[config.mk]
export PLATFORM = sky130hd
export DESIGN_NAME = sac_seq_ctl
export DESIGN_NICKNAME = d
export VERILOG_FILES = /design/src/rtl/sac_seq_ctl.sv
export SDC_FILE = /design/constraint.sdc
export NUM_CORES = 1
export LEC_CHECK = 0
export BUFFER_PORTS_ARGS = -buffer_cell sky130_fd_sc_hd__buf_2
export CAP_MARGIN = 20
export CORE_MARGIN = 5
export CORE_UTILIZATION = 45
export DETAILED_ROUTE_END_ITERATION = 7
export GPL_ROUTABILITY_DRIVEN = 0
export PLACE_DENSITY_LB_ADDON = 0.1
export SYNTH_ARGS = -nofsm -noshare
export SYNTH_HDL_FRONTEND = slang
export SYNTH_SLANG_ARGS = --single-unit
export TNS_END_PERCENT = 30
[constraint.sdc]
create_clock -name base_clk_h -period 2.53 [get_ports base_clk_h]
set_input_delay 0.3795 -clock base_clk_h [delete_from_list [all_inputs] [get_ports base_clk_h]]
set_output_delay 0.3795 -clock base_clk_h [all_outputs]
set_load 0.05 [all_outputs]
[src/rtl/sac_seq_ctl.sv]
// sac_seq_ctl: microcycle divider, halt/step FSM, parity, microtrap and trap service sequencing
module sac_seq_ctl #(
   parameter int DIV   = 3,
   parameter int NTRAP = 6,
   parameter int VEC_W = 4,
   parameter int IRD_W = 3
) (
   input  logic             base_clk_h,
   input  logic             sac_reset_h,
   input  logic [1:0]       clk_ctl_h,
   input  logic             mem_stall_h,
   input  logic             gen_dest_inh_l,
   input  logic             cs_par_err_h,
   input  logic             micro_trap_l,
   input  logic             but_cc_a_h,
   input  logic [2:0]       but_h,
   input  logic [NTRAP-1:0] trap_req_h,
   input  logic [NTRAP-1:0] trap_mask_h,
   output logic             tick_h,
   output logic             mken_h,
   output logic             dken_h,
   output logic             halt_l,
   output logic             do_service_l,
   output logic [VEC_W-1:0] trap_vec_h,
   output logic             uvector_h,
   output logic [IRD_W-1:0] ird_ctr_h
);
   localparam int CW = $clog2(DIV);
   localparam logic [1:0] S_RUN  = 2'd0;
   localparam logic [1:0] S_STEP = 2'd1;
   localparam logic [1:0] S_HALT = 2'd2;
   logic [CW-1:0]    cnt;
   logic [1:0]       state, state_nxt, ctl_prev;
   logic             dblerr, dbl_set, cs_err_ff, utrap_ff, stall_ff, mt_prev;
   logic             halt_ff, fall, utrap_stall, adv, ird1;
   logic [NTRAP-1:0] svc_reg, pend;
   logic [IRD_W-1:0] ird_nxt;
   assign tick_h       = cnt == CW'(DIV - 1);
   assign fall         = mt_prev & ~micro_trap_l;
   assign utrap_stall  = stall_ff | fall;
   assign halt_ff      = state == S_HALT;
   assign adv          = tick_h & ~mem_stall_h & ~halt_ff & ~utrap_stall;
   assign ird1         = but_cc_a_h & (but_h == 3'd4 | but_h == 3'd5);
   assign dbl_set      = tick_h & cs_par_err_h & cs_err_ff;
   assign pend         = trap_req_h & trap_mask_h;
   assign mken_h       = adv;
   assign dken_h       = adv & gen_dest_inh_l;
   assign halt_l       = ~halt_ff;
   assign uvector_h    = utrap_ff & ~utrap_stall;
   // an active microtrap hides any latched service request
   assign do_service_l = ~(|svc_reg & ~cs_par_err_h & ~utrap_ff);
   assign ird_nxt      = ird1 ? '1 :
                         ((but_h == 3'd1 && ird_ctr_h[IRD_W-1:1] == '0) || but_h == 3'd6) ?
                         ird_ctr_h + IRD_W'(1) : ird_ctr_h;
   always_comb begin
      state_nxt = state;
      if (dblerr | dbl_set)
         state_nxt = S_HALT;
      else if (tick_h)
         state_nxt = (state == S_RUN)  ? (clk_ctl_h == 2'd3 ? S_RUN : clk_ctl_h == 2'd2 ? S_STEP : S_HALT) :
                     (state == S_STEP) ? (adv ? S_HALT : S_STEP) :
                     (clk_ctl_h == 2'd3) ? S_RUN :
                     (clk_ctl_h == 2'd2 && ctl_prev != 2'd2) ? S_STEP : S_HALT;
   end
   always_comb begin
      trap_vec_h = '0;
      for (int i = NTRAP - 1; i >= 0; i--)
         if (svc_reg[i]) trap_vec_h = VEC_W'(i);
   end
   always_ff @(posedge base_clk_h) begin
      if (sac_reset_h) begin
         cnt       <= '0;
         state     <= S_HALT;
         ctl_prev  <= 2'd0;
         dblerr    <= 1'b0;
         cs_err_ff <= 1'b0;
         utrap_ff  <= 1'b0;
         stall_ff  <= 1'b0;
         mt_prev   <= micro_trap_l;
         svc_reg   <= '0;
         ird_ctr_h <= '0;
      end else begin
         cnt       <= tick_h ? '0 : cnt + CW'(1);
         state     <= state_nxt;
         if (tick_h) ctl_prev <= clk_ctl_h;
         dblerr    <= dblerr | dbl_set;
         cs_err_ff <= (tick_h & cs_par_err_h) | (cs_err_ff & ~(adv & ird1));
         mt_prev   <= micro_trap_l;
         stall_ff  <= (fall | stall_ff) & ~tick_h;
         utrap_ff  <= fall | (utrap_ff & ~adv);
         if (adv) svc_reg <= (ird1 & gen_dest_inh_l) ? pend : utrap_ff ? svc_reg : '0;
         if (adv) ird_ctr_h <= ird_nxt;
      end
   end
endmodule

# Yosys cells after proc, flatten, opt, wreduce, memory -nomap -nowiden
# Index checks and enable logic that the tools add are counted.
# classes
add_sub_neg	2
multipliers	0
n_div	0
order_cmp	0
eq_ne	11
shift	0
muxes	17
bitwise_logic	32
reduce_logical	11
# ops
op	count
2-to-1 mux 4 bit	5
bitwise AND 1 bit	16
2-to-1 mux 2 bit	7
2-to-1 mux 6 bit	2
NOT 1 bit	10
equality test 3 bit (second input constant)	3
2-to-1 mux 3 bit	3
equality test 2 bit (second input constant)	4
bitwise AND 6 bit	1
OR reduction 6 bit	1
bitwise OR 1 bit	5
zero test 2 bit	2
AND reduction 2 bit	2
OR reduction 2 bit	2
adder 3 x 1 -> 3 bit (second input constant)	1
equality test 3 x 1 -> 1 bit (second input constant)	1
adder 2 x 1 -> 2 bit (second input constant)	1
equality test 2 x 1 -> 1 bit (second input constant)	1
logical AND 1 bit	2
inequality test 2 x 1 -> 1 bit (second input constant)	1
inequality test 2 bit (second input constant)	1
nonzero test 2 bit	1
logical OR 1 bit	1
# word_totals
regBits	20
latchBits	0
mem_bits_rw	0
romBits	0
inputBits	24
wordCells	83
mem_count	0

# Logic depth before layout (Yosys ltp)
# Gate-level depths: netlist of run 1.
# depth
depth_word	9
depth_mapped	7

# Least setup slack after synthesis of run 1
# Ideal clock, no wire load.
# synth_path
kind	reg2out
startpoint	register cnt[0]
endpoint	output dken_h
t_arrival_ns	2.029
required_ns	2.151
path_slack_ns	0.121
path_stages_with_launch	7
n_path_buf	1
path_cell_list	dfxtp_1 -> inv_1 -> ha_1 -> buf_4 -> nand4_4 -> inv_1 -> and2_1
# synth_between
elab_chain_cells	5
# synth_lines
element	line_no	text
start, declared	32	logic [CW-1:0] cnt;
start signal, assigned	83	cnt <= tick_h ? '0 : cnt + CW'(1);
equality test 2 bit	38	assign tick_h = cnt == CW'(DIV - 1);
net tick_h	19	output logic tick_h,
bitwise AND 1 bit (3 in a row)	42	assign adv = tick_h & ~mem_stall_h & ~halt_ff & ~utrap_stall;
net mken_h	20	output logic mken_h,
bitwise AND 1 bit	47	assign dken_h = adv & gen_dest_inh_l;
end, declared	21	output logic dken_h,
# The timed path passes the listed nets, and every way through them passes these cells.

# Final worst setup path of run 1
# layout_path
startpoint	register cnt[0]
endpoint	output dken_h
# layout_between
elab_chain_cells	5
# layout_lines
element	line_no
equality test 2 bit	38
bitwise AND 1 bit (3 in a row)	42
bitwise AND 1 bit	47
# Every way passes these cells.

==> results.ini, run 1 <==
[route]
vias = 952
drc = 0
avgViaCountPerCell = 5.29
drtIter0Drc = 9
antenna_left = 0
wl_per_cell_um = 12.3
drt-pass1-iter-count = 4
drt-total-wl_um = 2220

[min_path]
hold_start = micro_trap_l
worstHoldEndpoint = mt_prev$_DFF_P_
min_path_cells = 1
hold_path_class = in -> reg

[place]
hpwl_um = 1810
placedCellCount = 176
place_area_um2 = 1190
pre_cts_slack_ns = 0.559
portBuffers = 35

[grt]
grt_use_total = 0.149
grt_max_degree = 18
grt_pass1_wl_um = 3950
grt_pass1_vias = 939
antenna_found_initial = 0
overflow = 0

[worst_setup_path]
crit_required_ns = 2.15
cp_slowest_cell = ha_1
path_class = reg -> out
crit_buf_inv = 3
cp_data_arrival_time_ns = 1.90
worstReg2RegStart = cnt[0]$_SDFF_PP0_
r2r_cells = 5
worst_setup_path_end_kind = primary output
worst-r2r-setup-slack_ns = 0.87
worstReg2RegEnd = svc_reg[3]$_SDFFE_PP0P_
cp_max_fo = 13
cp.depth = 6
cp_top_family = buffers and inverters
critPathLaunchType = flip-flop
critPathMaxStageDelay_ns = 0.39
crit_top_cell = inv_1
crit_path_cell_trace = inv_1, ha_1, nand4_4, inv_1, and2_1, buf_2

[run_status]
status = finished clean

[yosys]
synth_cell_types = 36
synth-seq-cells = 20
netlist_area_um2 = 1010
yosys_warnings = 0
syn_inst = 118
syn_nets = 144
ys_seq_area_frac = 0.396
syn_area_per_cell_um2 = 8.57

[die]
ioPinCount = 37
die_x_um = 57.4
dieArea_um2 = 3290
core_um2 = 2170
initial_core_util = 0.466
chipHeight_um = 57.4
rows = 17

[pwr]
totalPowerFinal_uw = 654
cellPowerDensity_nw_per_um2 = 534
intPower_uw = 465
pwr-share-comb = 0.192
swShare = 0.288
pwr-share-clk = 0.282
max-vdd-ir-drop_v = 0.000357
leakagePower_uw = 0.000527
seq_power_share = 0.525
p_sw_uw = 189

[timing]
period_share = 0.901
finalHoldViolCount = 0
slew_violations = 0
fin_setup_tns_ns = 0
max_freq_ghz = 0.439
timing.final.ws_setup_ns = 0.251
final.min_clock_period_ns = 2.28
skew_ns = 0.0107
setup_violations = 0
rsz0062_at_grt = false

[clocking]
post-cts-setup-buffer-count = 0
cts_sinks = 20
clk_latency_ns = 0.30
cts_tree = done
cts.clk_slew.worst_paths_ns = 0.10
numCtsBuffers = 3
cts_hold_buf = 0
clockBufferDepth = 2
cts-root-buf = clkbuf_4
htreeDepth = 1
cts.repair.resized = 0

[layout]
nets = 179
antenna_cells = 0
area_growth_pct = 21.0
finalNonFillerCells = 180
layout_commonest_cell = buf_2
drive_gt1_frac = 0.303
layout_common_cells = buf_2 (35), dfxtp_1 (20), nor2_1 (13)
largest_reg_flops = 6
fin_area_um2 = 1220

[flow_run]
max_cap_violations = 0

## per-stage QoR
step	util	hold WS [ns]
detailed placement	0.547	0.418
CTS	0.564	0.193
global placement	0.547	0.406
finish	0.564	0.208
floorplan	-	0.397
global route	0.564	0.178
## power groups by stage
stage | Sequential, uW | Combinational [uW] | Clock, uW
2_1_floorplan | 348 | 94.6 | 0
3_3_place_gp | 351 | 124 | 0
3_5_place_dp | 351 | 127 | 0
4_1_cts | 344 | 127 | 192
5_1_grt | 346 | 140 | 207
6_report | 343 | 126 | 185
## worst max path at each step
stage | slack (ns) | to | from
after CTS | 0.21 | dken_h | cnt[0]$_SDFF_PP0_
final | 0.25 | dken_h | cnt[0]$_SDFF_PP0_
after global placement | 0.62 | dken_h | cnt[0]$_SDFF_PP0_
after floorplan | 0.12 | dken_h | cnt[0]$_SDFF_PP0_
after global routing | 0.11 | dken_h | cnt[0]$_SDFF_PP0_
after detailed placement | 0.56 | dken_h | cnt[0]$_SDFF_PP0_
## kinds of logic (layout without fill, tap and decap cells)
logic type      after synthesis  after routing  share of synthesized area
flops                        20             20                      0.396
mux                           1              1                    0.00990
simple gates                 51             51                      0.280
buf+inv                      13             47                     0.0631
fa+ha+maj                     2              2                     0.0247
compound gates               30             30                      0.223
other cells                   1              1                    0.00371
## worst register-to-register path, stage by stage (launching register included)
cell and delay (ns):
dfxtp_1 0.32, inv_1 0.05, ha_1 0.39, nand4_4 0.26, a21o_1 0.29, a31o_1 0.24
## cells in the mapped netlist
master,instances,area (um2)
dfxtp_1,20,400
nor2_1,13,48.8
nand2_1,10,37.5
inv_1,8,30.0
nor4_1,7,43.8
a31o_1,6,52.6
a21oi_1,5,25.0
nor2b_1,4,25.0
nor3_1,4,20.0
a211oi_1,3,22.5
and2_1,3,18.8
nand2b_1,3,18.8
o21ai_0,3,15.0
a211o_1,2,17.5
a21o_1,2,15.0
a31oi_1,2,12.5
buf_4,2,15.0
clkbuf_1,2,7.51
ha_1,2,25.0
a2111oi_0,1,8.76
a2111oi_1,1,10.0
a2111oi_2,1,15.0
a21bo_2,1,10.0
a21boi_0,1,7.51
and3b_2,1,10.0
buf_6,1,11.3
conb_1,1,3.75
mux2i_1,1,10.0
nand2_2,1,6.26
nand2b_4,1,13.8
nand4_1,1,6.26
nand4_4,1,21.3
nor2_2,1,6.26
o21ai_1,1,5.00
o311ai_0,1,8.76
or3_1,1,6.26
## layer usage
layer	share of wire	vias to the layer above	routed length [um]	GRT usage
met5	0	-	0	0
met4	0.0050	0	11	0.0298
met3	0.060	2	133	0.0588
met2	0.50	19	1110	0.245
met1	0.43	435	966	0.183
li1	-	496	-	-
## layout make-up
class | count | area, um2
clock buffers | 4 | 36.3
fillers | 215 | 946
inverters | 8 | 30.0
multi-input cells | 85 | 547
flip-flops and latches | 20 | 400
well taps | 28 | 35.0
repair buffers | 35 | 175
Power figures use the tool's default switching activity.
==> inputs of run 2 (changes only) <==
Settings changed: CTS_BUF_LIST set to sky130_fd_sc_hd__clkbuf_8, MAX_ROUTING_LAYER set to met4.
Clock period 2.53 ns to 1.9 ns, I/O delays scaled along.
==> run 2 against run 1 <==
Non-clock buffer count rose by 1. Design area up 4.9%. Die area unchanged. Setup slack worse by 0.12 ns. Clock power is 130% higher. Via count is 1.8% lower. Global-route usage is 0.28 points higher. Highest routed layer unchanged.
==> results.ini, run 2 (same netlist as run 1, synthesis figures left out) <==
[layout]
layout_commonest_cell = buf_2
nets = 180  ; +0.56%
drive_gt1_frac = 0.327  ; +0.0242
multi_input_comb_area_um2 = 561  ; +2.5%
finalNonFillerCells = 181  ; +0.56%
nFillCells = 216  ; +0.47%
antenna_cells = 0  ; unchanged
register_area_um2 = 400  ; unchanged
layout_common_cells = buf_2 (35), dfxtp_1 (20), nor2_1 (13)
area_growth_pct = 27.0
largest_reg_flops = 6  ; unchanged

[flow_run]
max_cap_violations = 0  ; unchanged

[route]
drt-pass1-iter-count = 4  ; unchanged
drc = 0  ; unchanged
routed.top_layer = met4
avgViaCountPerCell = 5.17  ; -2.3%
antenna_left = 0  ; unchanged
wl_per_cell_um = 12.6  ; +2.0%
wl_met1_um = 1010  ; +4.0%
vias = 935  ; -1.8%
drtIter0Drc = 20  ; +11
drt-total-wl_um = 2280  ; +2.6%
met2_length_um = 1140  ; +2.7%
dr_wl_met3_um = 124  ; -6.8%

[worst_setup_path]
crit_required_ns = 1.62  ; -0.53 ns
path_class = reg -> out
cp_data_arrival_time_ns = 1.48  ; -0.42 ns
worst_setup_path_end_kind = primary output
worstReg2RegEnd = svc_reg[4]$_SDFFE_PP0P_
critPathLaunchType = flip-flop
worstReg2RegStart = cnt[0]$_SDFF_PP0_
cp_max_fo = 10  ; -3
worst-r2r-setup-slack_ns = 0.39  ; -0.48 ns
r2r_cells = 6  ; +1

[timing]
max_freq_ghz = 0.566
slew_violations = 0  ; unchanged
fin_setup_tns_ns = 0  ; unchanged
final.min_clock_period_ns = 1.77
rsz0062_at_grt = false
period_share = 0.930
finalHoldViolCount = 0  ; unchanged
skew_ns = 0.00386  ; -0.00685 ns
setup_violations = 0  ; unchanged

[min_path]
hold_start = micro_trap_l
min_path_cells = 1  ; unchanged
hold_path_class = in -> reg
worstHoldEndpoint = mt_prev$_DFF_P_

[clocking]
cts_sinks = 20  ; unchanged
numCtsBuffers = 3  ; unchanged
clockBufferDepth = 2  ; unchanged
cts-root-buf = clkbuf_8
clk_latency_ns = 0.26  ; -0.04 ns
htreeDepth = 1  ; unchanged
cts_tree = done
cts.clk_slew.worst_paths_ns = 0.08  ; -0.02 ns

[grt]
grt_pass1_vias = 880  ; -6.3%
overflow = 0  ; unchanged
grt_pass1_wl_um = 3880  ; -1.7%
grt_use_total = 0.151  ; +0.00277
grt_max_degree = 18  ; unchanged
antenna_found_initial = 0  ; unchanged

[place]
placedCellCount = 177  ; +0.57%
hpwl_um = 1850  ; +2.2%
portBuffers = 35  ; unchanged

[die]
core_um2 = 2170  ; unchanged
chipHeight_um = 57.4  ; unchanged
dieArea_um2 = 3290  ; unchanged
rows = 17  ; unchanged
ioPinCount = 37  ; unchanged
die_x_um = 57.4  ; unchanged
initial_core_util = 0.466  ; unchanged

[pwr]
max-vdd-ir-drop_v = 0.000679  ; +90%
leakagePower_uw = 0.000537  ; +1.8%
cellPowerDensity_nw_per_um2 = 826  ; +55%

[run_status]
status = finished clean

-- run 2: timing repair --
item	in CTS	in global routing
gates resized for setup	0	1
setup buffers	0	0
endpoints found under the hold margin	0	0
setup endpoints to repair	0	1
hold buffers	0	0
-- run 2: power breakdown --
part	leakage [uW]	switching, uW	internal (uW)
clock	0.0000357	143	281
sequential	0.000163	17.2	442
combinational	0.000338	109	69.1
total	0.000537	268	792
-- run 2: layout make-up --
cell class              instances  share of cell area
flip-flops and latches         20               0.312
inverters                       8              0.0263
repair buffers                 36               0.142
clock inverters                 1              0.0234
clock buffers                   3              0.0322
well taps                      28              0.0273
multi-input cells              85               0.437
-- run 2: layer usage --
layer,vias to the layer above,global-route usage
met2,14,0.248
met1,425,0.181
li1,494,-
met4,0,0.0199
met3,2,0.0566
met5,-,-
-- run 2: critical path, cell delays in order, from the launching register on --
cell and delay, ns:
dfxtp_1 0.32, inv_1 0.09, ha_4 0.22, nand4_4 0.11, clkinvlp_4 0.11, and2_2 0.14, buf_2 0.25
-- run 2: worst max-delay path by stage --
| stage | startpoint | end | cells after the start | slack [ns] |
|---|---|---|---|---|
| after floorplan | cnt[0]$_SDFF_PP0_ | dken_h | 6 | 0.02 |
| after global placement | cnt[0]$_SDFF_PP0_ | dken_h | 6 | 0.37 |
| after detailed placement | cnt[0]$_SDFF_PP0_ | svc_reg[4]$_SDFFE_PP0P_ | 6 | 0.33 |
| after CTS | cnt[0]$_SDFF_PP0_ | dken_h | 6 | 0.04 |
| after global routing | cnt[0]$_SDFF_PP0_ | dken_h | 6 | 0.04 |
| final | cnt[0]$_SDFF_PP0_ | dken_h | 6 | 0.13 |
-- run 2: metrics by stage --
| stage | hold slack, ns | worst slack [ns] | instance area, um2 | total power (uW) | utilization |
|---|---|---|---|---|---|
| detailed placement | 0.414 | 0.327 | 1200 | 638 | 0.554 |
| CTS | 0.141 | 0.0429 | 1270 | 1060 | 0.587 |
| finish | 0.148 | 0.134 | 1280 | 1060 | 0.592 |
| floorplan | 0.313 | 0.0165 | 1020 | 592 | - |
| global route | 0.135 | 0.0417 | 1280 | 1110 | 0.592 |
| global placement | 0.405 | 0.372 | 1200 | 634 | 0.554 |
==> inputs of run 3 (changes only) <==
==> constraint.sdc (replaced) <==
create_clock -name base_clk_h -period 1.9 [get_ports base_clk_h]
set_input_delay 0.19 -clock base_clk_h [delete_from_list [all_inputs] [get_ports base_clk_h]]
set_output_delay 0.19 -clock base_clk_h [all_outputs]
set_load 0.05 [all_outputs]
==> run 3 against run 2 <==
Design area down 2.0%. Total power down 9.7%. Sequential power about the same. Core utilization down 1.2 points. Flip-flop and latch count unchanged. Critical endpoint unchanged. Setup slack worse by 0.0021 ns. Register-to-register slack better by 0.09 ns. Clock power down 23%. Cell count unchanged. Highest routed layer unchanged. Wire length up 0.53%. Clock skew up 0.0013 ns.
==> results.ini, run 3 (same netlist as run 1, synthesis figures left out) <==
[run_status]
status = finished clean

[layout]
nets = 180  ; unchanged
largest_reg_flops = 6  ; unchanged
drive_gt1_frac = 0.327  ; unchanged
layout_common_cells = buf_2 (35), dfxtp_1 (20), nor2_1 (13)
antenna_cells = 0  ; unchanged
layout_commonest_cell = buf_2
area_growth_pct = 24.4

[place]
hpwl_um = 1810  ; -2.5%
portBuffers = 35  ; unchanged

[grt]
grt_pass1_wl_um = 3950  ; +1.8%
grt_pass1_vias = 914  ; +3.9%
overflow = 0  ; unchanged
grt_use_total = 0.158  ; +0.00628
grt_max_degree = 18  ; unchanged
antenna_found_initial = 0  ; unchanged

[clocking]
clockBufferDepth = 2  ; unchanged
htreeDepth = 1  ; unchanged
cts-root-buf = clkbuf_8
cts.repair.resized = 0  ; unchanged
cts_hold_buf = 0  ; unchanged
cts_sinks = 20  ; unchanged
clk_latency_ns = 0.26  ; about the same
numCtsBuffers = 3  ; unchanged
cts_tree = done
cts.clk_slew.worst_paths_ns = 0.08  ; about the same
post-cts-setup-buffer-count = 0  ; unchanged

[route]
antenna_left = 0  ; unchanged
wl_met1_um = 1010  ; +0.50%
wl_per_cell_um = 12.7  ; +0.53%
drt-total-wl_um = 2290  ; +0.53%
vias = 943  ; +0.86%
drc = 0  ; unchanged
drtIter0Drc = 27  ; +35%
routed.top_layer = met4
met2_length_um = 1090  ; -4.4%
avgViaCountPerCell = 5.21  ; +0.86%
dr_wl_met3_um = 148  ; +19%
drt-pass1-iter-count = 4  ; unchanged

[pwr]
cellPowerDensity_nw_per_um2 = 761  ; -7.8%
leakagePower_uw = 0.000529  ; -1.4%
max-vdd-ir-drop_v = 0.000557  ; -18%
totalPowerFinal_uw = 957  ; -9.7%

[die]
initial_core_util = 0.466  ; unchanged
dieArea_um2 = 3290  ; unchanged
rows = 17  ; unchanged
ioPinCount = 37  ; unchanged
chipHeight_um = 57.4  ; unchanged
core_um2 = 2170  ; unchanged
die_x_um = 57.4  ; unchanged

[timing]
period_share = 0.931  ; +0.00111
finalHoldViolCount = 0  ; unchanged
fin_setup_tns_ns = 0  ; unchanged
skew_ns = 0.00521  ; +0.00135 ns
setup_violations = 0  ; unchanged
final.min_clock_period_ns = 1.77  ; +0.00210 ns
rsz0062_at_grt = false
slew_violations = 0  ; unchanged
max_freq_ghz = 0.565  ; -0.12%

[worst_setup_path]
path_class = reg -> out
cp_max_fo = 13  ; +3
critPathLaunchType = flip-flop
cp_data_arrival_time_ns = 1.58  ; +0.10 ns
crit_path_cell_trace = inv_1, ha_2, nand4_4, clkinvlp_4, and2_2, buf_2
worst_setup_path_end_kind = primary output
cp_slowest_cell = dfxtp_1
crit_required_ns = 1.71  ; +0.09 ns
critPathMaxStageDelay_ns = 0.31  ; about the same

[flow_run]
max_cap_violations = 0  ; unchanged

[min_path]
hold_path_class = in -> reg

run 3: cell types whose count changed in the layout (fill, tap and decap cells not counted):
cell / previous run / this run
clkbuf_8: 3 / 4
ha_2: 0 / 1
ha_4: 1 / 0
bufinv_16: 1 / 0
run 3: path summary, 6_finish.rpt:
path,slack [ns],startpoint,cells after the start,end
max,0.13,cnt[0]$_SDFF_PP0_,6,dken_h
min reg2reg,0.42,cnt[0]$_SDFF_PP0_,1,cnt[0]$_SDFF_PP0_
max reg2reg,0.48,cnt[0]$_SDFF_PP0_,6,state[0]$_SDFFE_PP0N_
min,0.05,micro_trap_l,1,mt_prev$_DFF_P_
run 3: layout make-up:
type	instances	area, um2
Multi-Input combinational cell	85	551
Fill cell	224	912
Inverter	8	33.8
Clock buffer	4	55.1
Tap cell	28	35.0
Timing Repair Buffer	36	183
Sequential cell	20	400
run 3: critical path: cells and delay by family (launching register included):
kind | cells | cell delay [ns]
adder cells (fa/ha/maj) | 1 | 0.20
buffers and inverters | 3 | 0.47
flip-flops | 1 | 0.31
AND/OR/NAND/NOR | 2 | 0.34
run 3: stage by stage:
stage                     cells  hold slack [ns]  instance area, um2   util  worst slack, ns
after floorplan             118            0.218                1020      -            0.111
after global placement      177            0.319                1200  0.554            0.439
after detailed placement    177            0.325                1200  0.554            0.410
after CTS                   181           0.0497                1260  0.580            0.113
after global routing        181           0.0494                1260  0.580           0.0314
final                       181           0.0545                1260  0.580            0.132
run 3: power by group:
| part | internal [uW] | switching (uW) | leakage [uW] |
|---|---|---|---|
| Sequential | 442 | 15.6 | 0.000163 |
| Clock | 185 | 140 | 0.0000288 |
| Combinational | 65.7 | 109 | 0.000338 |
run 3: layer usage:
metal / global-route usage / up-vias
li1: - / 494
met1: 0.192 / 426
met2: 0.240 / 19
met3: 0.0520 / 4
met4: 0.0596 / 0
met5: - / -
